$ cat config.mk
export PLATFORM = sky130hd
export DESIGN_NAME = acorn128_crypt_stream
export DESIGN_NICKNAME = d
export VERILOG_FILES = /design/src/rtl/acorn128_crypt_stream.sv
export SDC_FILE = /design/constraint.sdc
export NUM_CORES = 2
export LEC_CHECK = 0
export ABC_AREA = 1
export CAP_MARGIN = 15
export CORE_AREA = 2 2 241 243
export DETAILED_ROUTE_END_ITERATION = 10
export DIE_AREA = 0 0 243 245
export PLACE_DENSITY = 0.81
export SLEW_MARGIN = 20
export SYNTH_ARGS = -nofsm -noshare
export SYNTH_HDL_FRONTEND = slang
export SYNTH_SLANG_ARGS = --single-unit
$ cat constraint.sdc
create_clock -name clk -period 30.8 [get_ports clk]
set_input_delay 3.08 -clock clk [delete_from_list [all_inputs] [get_ports clk]]
set_output_delay 3.08 -clock clk [all_outputs]
set_load 0.02 [all_outputs]
$ cat src/rtl/acorn128_crypt_stream.sv
// ACORN-128 message encrypt/decrypt engine with built-in 256-step padding.
// W state-update steps are chained per clock; the post-padding state feeds the tag block.
module acorn128_crypt_stream #(
    parameter int unsigned W     = 8,
    parameter int unsigned LEN_W = 16
) (
    input  logic             clk,
    input  logic             rst,
    input  logic             start_i,
    input  logic             decrypt_i,
    input  logic [LEN_W-1:0] msg_len_i,
    input  logic [292:0]     state_in_i,
    input  logic             din_valid_i,
    output logic             din_ready_o,
    input  logic [W-1:0]     din_i,
    output logic             dout_valid_o,
    input  logic             dout_ready_i,
    output logic [W-1:0]     dout_o,
    output logic             busy_o,
    output logic             done_o,
    output logic [292:0]     state_out_o
);

    localparam int unsigned SW      = 293;
    localparam int unsigned SHIFT   = $clog2(W);
    localparam int unsigned PAD_CYC = 256 / W;
    localparam int unsigned PC_W    = 8;
    localparam int unsigned P_W     = 9;

    typedef enum logic [1:0] {
        ST_IDLE,
        ST_MSG,
        ST_PAD,
        ST_DONE
    } state_e;

    state_e           state_q;
    logic [SW-1:0]    s_q;
    logic [SW-1:0]    s_d;
    logic [W-1:0]     o_d;
    logic             dec_q;
    logic [LEN_W-1:0] words_q;
    logic [LEN_W-1:0] word_cnt_q;
    logic [PC_W-1:0]  pad_cnt_q;
    logic [W-1:0]     dout_q;
    logic             dout_valid_q;
    logic             busy_q;
    logic             done_q;
    logic [SW-1:0]    state_out_q;
    logic             din_fire;
    logic [LEN_W-1:0] start_words;

    function automatic logic maj(input logic x, input logic y, input logic z);
        return (x & y) ^ (x & z) ^ (y & z);
    endfunction

    function automatic logic ch(input logic x, input logic y, input logic z);
        return (x & y) ^ (~x & z);
    endfunction

    assign din_ready_o  = (state_q == ST_MSG) && (!dout_valid_q || dout_ready_i);
    assign din_fire     = din_ready_o && din_valid_i;
    assign start_words  = msg_len_i >> SHIFT;
    assign dout_o       = dout_q;
    assign dout_valid_o = dout_valid_q;
    assign busy_o       = busy_q;
    assign done_o       = done_q;
    assign state_out_o  = state_out_q;

    // W chained state-update steps; cb is 0 in every phase this block covers.
    always_comb begin : step_chain
        logic [SW-1:0] s_v;
        logic [W-1:0]  o_v;
        logic [P_W-1:0] p_v;
        logic ks_v;
        logic f_v;
        logic a_v;
        logic m_v;
        s_v  = s_q;
        o_v  = '0;
        p_v  = '0;
        ks_v = 1'b0;
        f_v  = 1'b0;
        a_v  = 1'b0;
        m_v  = 1'b0;
        for (int j = 0; j < int'(W); j++) begin
            p_v = P_W'(pad_cnt_q) * P_W'(W) + P_W'(j);
            s_v[289] = s_v[289] ^ s_v[235] ^ s_v[230];
            s_v[230] = s_v[230] ^ s_v[196] ^ s_v[193];
            s_v[193] = s_v[193] ^ s_v[160] ^ s_v[154];
            s_v[154] = s_v[154] ^ s_v[111] ^ s_v[107];
            s_v[107] = s_v[107] ^ s_v[66]  ^ s_v[61];
            s_v[61]  = s_v[61]  ^ s_v[23]  ^ s_v[0];
            ks_v = s_v[12] ^ s_v[154] ^ maj(s_v[235], s_v[61], s_v[193])
                 ^ ch(s_v[230], s_v[111], s_v[66]);
            if (state_q == ST_MSG) begin
                a_v    = 1'b1;
                o_v[j] = din_i[j] ^ ks_v;
                m_v    = dec_q ? o_v[j] : din_i[j];
            end else begin
                a_v = (p_v < P_W'(128));
                m_v = (p_v == P_W'(0));
            end
            f_v = s_v[0] ^ ~s_v[107] ^ maj(s_v[244], s_v[23], s_v[160]) ^ (a_v & s_v[196]);
            s_v = {f_v ^ m_v, s_v[SW-1:1]};
        end
        s_d = s_v;
        o_d = o_v;
    end

    // Control FSM, state register and output registers.
    always_ff @(posedge clk or posedge rst) begin
        if (rst) begin
            state_q      <= ST_IDLE;
            s_q          <= '0;
            dec_q        <= 1'b0;
            words_q      <= '0;
            word_cnt_q   <= '0;
            pad_cnt_q    <= '0;
            dout_q       <= '0;
            dout_valid_q <= 1'b0;
            busy_q       <= 1'b0;
            done_q       <= 1'b0;
            state_out_q  <= '0;
        end else begin
            done_q <= 1'b0;
            if (dout_valid_q && dout_ready_i && !din_fire) begin
                dout_valid_q <= 1'b0;
            end
            case (state_q)
                ST_IDLE: begin
                    if (start_i) begin
                        s_q        <= state_in_i;
                        dec_q      <= decrypt_i;
                        words_q    <= start_words;
                        word_cnt_q <= '0;
                        pad_cnt_q  <= '0;
                        busy_q     <= 1'b1;
                        state_q    <= (start_words != '0) ? ST_MSG : ST_PAD;
                    end
                end
                ST_MSG: begin
                    if (din_fire) begin
                        s_q          <= s_d;
                        dout_q       <= o_d;
                        dout_valid_q <= 1'b1;
                        word_cnt_q   <= word_cnt_q + LEN_W'(1);
                        if (word_cnt_q == words_q - LEN_W'(1)) begin
                            state_q <= ST_PAD;
                        end
                    end
                end
                ST_PAD: begin
                    s_q       <= s_d;
                    pad_cnt_q <= pad_cnt_q + PC_W'(1);
                    if (pad_cnt_q == PC_W'(PAD_CYC - 1)) begin
                        state_q <= ST_DONE;
                    end
                end
                ST_DONE: begin
                    state_out_q <= s_q;
                    done_q      <= 1'b1;
                    busy_q      <= 1'b0;
                    state_q     <= ST_IDLE;
                end
                default: state_q <= ST_IDLE;
            endcase
        end
    end

endmodule

==> flow_summary.yaml <==
critical_path:
  max_stage_delay_ns: 0.64
  slowest_stage: "clkdlybuf4s50_1"
  worst-path-buf-inv: 3
  crit_family: "buffers and inverters"
  crit_required_ns: 27.72
  crit_top_cell: "clkdlybuf4s50_1"
  path_class: "in -> out"
  r2r_start: "state_q[1]"
  reg2regPathDepth: 11
  end_kind: "output pin"
  critPathLaunch: "dout_ready_i"
  crit_arrival_ns: 4.36
  rr_endpoint: "s_q[2]"
  worst_setup_path_start_kind: "input pin"
  cp_max_fo: 2
  worstPathCellList: "clkdlybuf4s50_1 > inv_1 > a21oi_1 > clkdlybuf4s50_1"
  r2r_setup_slack_ns: 26.09
detailed_routing:
  drc_errors: 0
  wl_per_cell_um: 22.1
  first_iter_violations: 2581
  drtAntennaViolNets: 0
  vias: 26538
  wirelength_um: 105000
  vias_per_cell: 5.56
  first_pass_iters: 7
pwr:
  p_clk_frac: 0.163
  seq_power_share: 0.292
  powerDensity_mw_per_mm2: 136
  p_leak_nw: 17.5
  swShare: 0.478
  internal_power_mw: 2.71
  ir_drop_v: 0.000108
  comb_power_share: 0.545
  power_switching_mw: 2.48
place:
  io_buffer_count: 624
  gp_routability_congestion: 0.958
  dp.cells: 4641
  dp.final_hpwl_um: 77800
worst_hold_path:
  hp-start: "state_out_o[290]"
  worstHoldPathCells: 2
  hold-path-endpoint: "state_out_o[290]"
  hold_class: "reg -> reg"
clocking:
  clockBufferDepth: 3
  h-tree-depth: 3
  hold_buffers: 0
  numCtsBuffers: 68
  insertion_delay_ns: 0.61
  cts_setup_buffers: 0
  cts_tree: "yes"
  cts.sinks: 637
  cts_resized: 0
  cts-root-buf: "clkbuf_16"
  clkTransAtPathRegs_ns: 0.06
layout:
  nNetsFinal: 4278
  layout_commonest_cell: "nand2_1"
  finalNonFillerCells: 4775
  area_delta_synth_final_pct: 30.3
  fin_util: 0.668
  layout_common_cells: "nand2_1, dfrtp_1, clkdlybuf4s50_1, o21ai_0, inv_1"
  drive_above_1_share: 0.0378
floorplan:
  fp.dieH_um: 245
  die-area_mm2: 0.0595
  initial_core_util: 0.513
  core-area_mm2: 0.0570
  boundaryPins: 628
  die_w_um: 243
  rows: 88
synthesis:
  synth_area_leader_cell: "dfrtp_1"
  synthesis.nets: 3766
  synth_cell_types: 38
  syn_area_mm2: 0.0293
  synth_top_area_frac: 0.545
  ys_seq_area_frac: 0.545
  synth-seq-cells: 637
  synthCells: 3434
  synth_area_per_cell_um2: 8.52
  synth_area_leaders: "dfrtp_1, nand2_1, o21ai_0"
  yosysWarnings: 0
global_route:
  grt_pass1_vias: 25002
  grt_max_degree: 234
  antenna_found_initial: 18
  grt_first_pass_wirelength_um: 156000
  overflow: 0
  grt_use_total: 0.348
sta:
  fin_tns_setup_ns: 0
  hold_viol: 0
  max-slew-margin-rel: 0.253
  finalSetupViolations: 0
  holdWs_ns: 0.469
  maxSlewViolCount: 0
  post-route-period-util: 0.241
  rsz0062_at_grt: "no"
  worstMarginPinSlew_ns: 1.12
  post-route-min-period_ns: 7.44
  skew_ns: 0.0230
  fmax_mhz: 134
job:
  cap_violations: 0
status:
  outcome: "completed"
-- metal layers --
metal | track usage | wire length (um) | vias to the layer above
met2 | 0.568 | 50200 | 1123
li1 | - | - | 12327
met1 | 0.437 | 40900 | 12850
met5 | 0 | 69 | -
met3 | 0.0956 | 9660 | 228
met4 | 0.149 | 4570 | 10
-- synthesized netlist by cell type --
| cell type | instances |
|---|---|
| o211a_1 | 1 |
| buf_4 | 13 |
| nor2_2 | 4 |
| nor3b_1 | 3 |
| xnor2_1 | 32 |
| a32o_1 | 1 |
| nor3_2 | 1 |
| o21ai_1 | 80 |
| xor2_1 | 53 |
| nand2_1 | 946 |
| nand3_1 | 135 |
| clkinv_1 | 1 |
| clkbuf_1 | 120 |
| buf_1 | 5 |
| inv_2 | 4 |
| inv_1 | 350 |
| a21oi_1 | 31 |
| o21bai_1 | 2 |
| nor3_1 | 14 |
| dfrtp_1 | 637 |
| o21ai_0 | 516 |
| nand3_4 | 1 |
| o22ai_1 | 1 |
| o21a_1 | 7 |
| or2_2 | 3 |
| a31oi_1 | 1 |
| a21oi_2 | 1 |
| clkbuf_2 | 2 |
| o211ai_1 | 262 |
| o31ai_1 | 21 |
| buf_2 | 63 |
| nor2_1 | 99 |
| nand3b_1 | 4 |
| ha_1 | 9 |
| nor4_1 | 3 |
| nand2_2 | 1 |
| o211ai_2 | 1 |
| nand4_1 | 6 |
-- cells by family after synthesis --
| group | share of synthesized area |
|---|---|
| buffers and inverters | 0.0760 |
| AOI/OAI and AO/OA | 0.184 |
| DFF | 0.545 |
| adders and majority gates | 0.00385 |
| xor gates and xnor gates | 0.0254 |
| and+or+nand+nor | 0.166 |
-- worst reg2reg max path, cell delays in order (launching register included) --
cell and delay [ns]:
dfrtp_1 0.41, inv_1 0.14, ha_1 0.45, nand3_4 0.17, nand2_1 0.14, nand2_2 0.10
nor2_4 0.11, buf_4 0.65, buf_4 0.99, buf_4 0.94, o211ai_1 0.38, o21ai_0 0.17
-- power groups by stage --
stage,combinational (mW),clock (mW),sequential [mW]
2_1_floorplan,1.61,0,1.64
6_report,2.82,0.846,1.52
5_1_grt,3.09,0.890,1.55
4_1_cts,2.81,0.854,1.51
3_5_place_dp,2.79,0,1.51
3_3_place_gp,2.73,0,1.50
-- area by class of cell --
cell class / instances / area (um2)
Fill cell: 4646 / 18900
Tap cell: 765 / 957
Timing Repair Buffer: 645 / 6440
Clock inverter: 25 / 292
Multi-Input combinational cell: 2239 / 11100
Clock buffer: 97 / 2000
Inverter: 355 / 1350
Sequential cell: 637 / 15900
Antenna cell: 12 / 30.0
-- sequential cells by signal, summed over array words and instances, names as in the netlist --
name / cells
s_q: 293
state_out_o: 293
words_q: 13
pad_cnt_q: 8
word_cnt_q: 16
done_o: 1
dout_o: 8
state_q: 2
busy_o: 1
dec_q: 1
dout_valid_o: 1
-- through the flow --
| step | cell area [um2] | worst slack, ns | total power, mW |
|---|---|---|---|
| 2_1_floorplan | 29300 | 9.88 | 3.25 |
| 3_3_place_gp | 35800 | 23.41 | 4.24 |
| 3_5_place_dp | 35800 | 23.36 | 4.31 |
| 4_1_cts | 38100 | 23.36 | 5.17 |
| 5_1_grt | 38100 | 23.32 | 5.53 |
| 6_report | 38100 | 23.36 | 5.18 |
-- worst max path at each step --
stage	slack, ns	endpoint	cells past startpoint
floorplan	9.88	busy_o	1
global placement	23.41	din_ready_o	4
CTS	23.36	din_ready_o	4
global route	23.32	din_ready_o	4
finish	23.36	din_ready_o	4
detailed placement	23.36	din_ready_o	4
Note: power is estimated with default switching activity, not from simulation.
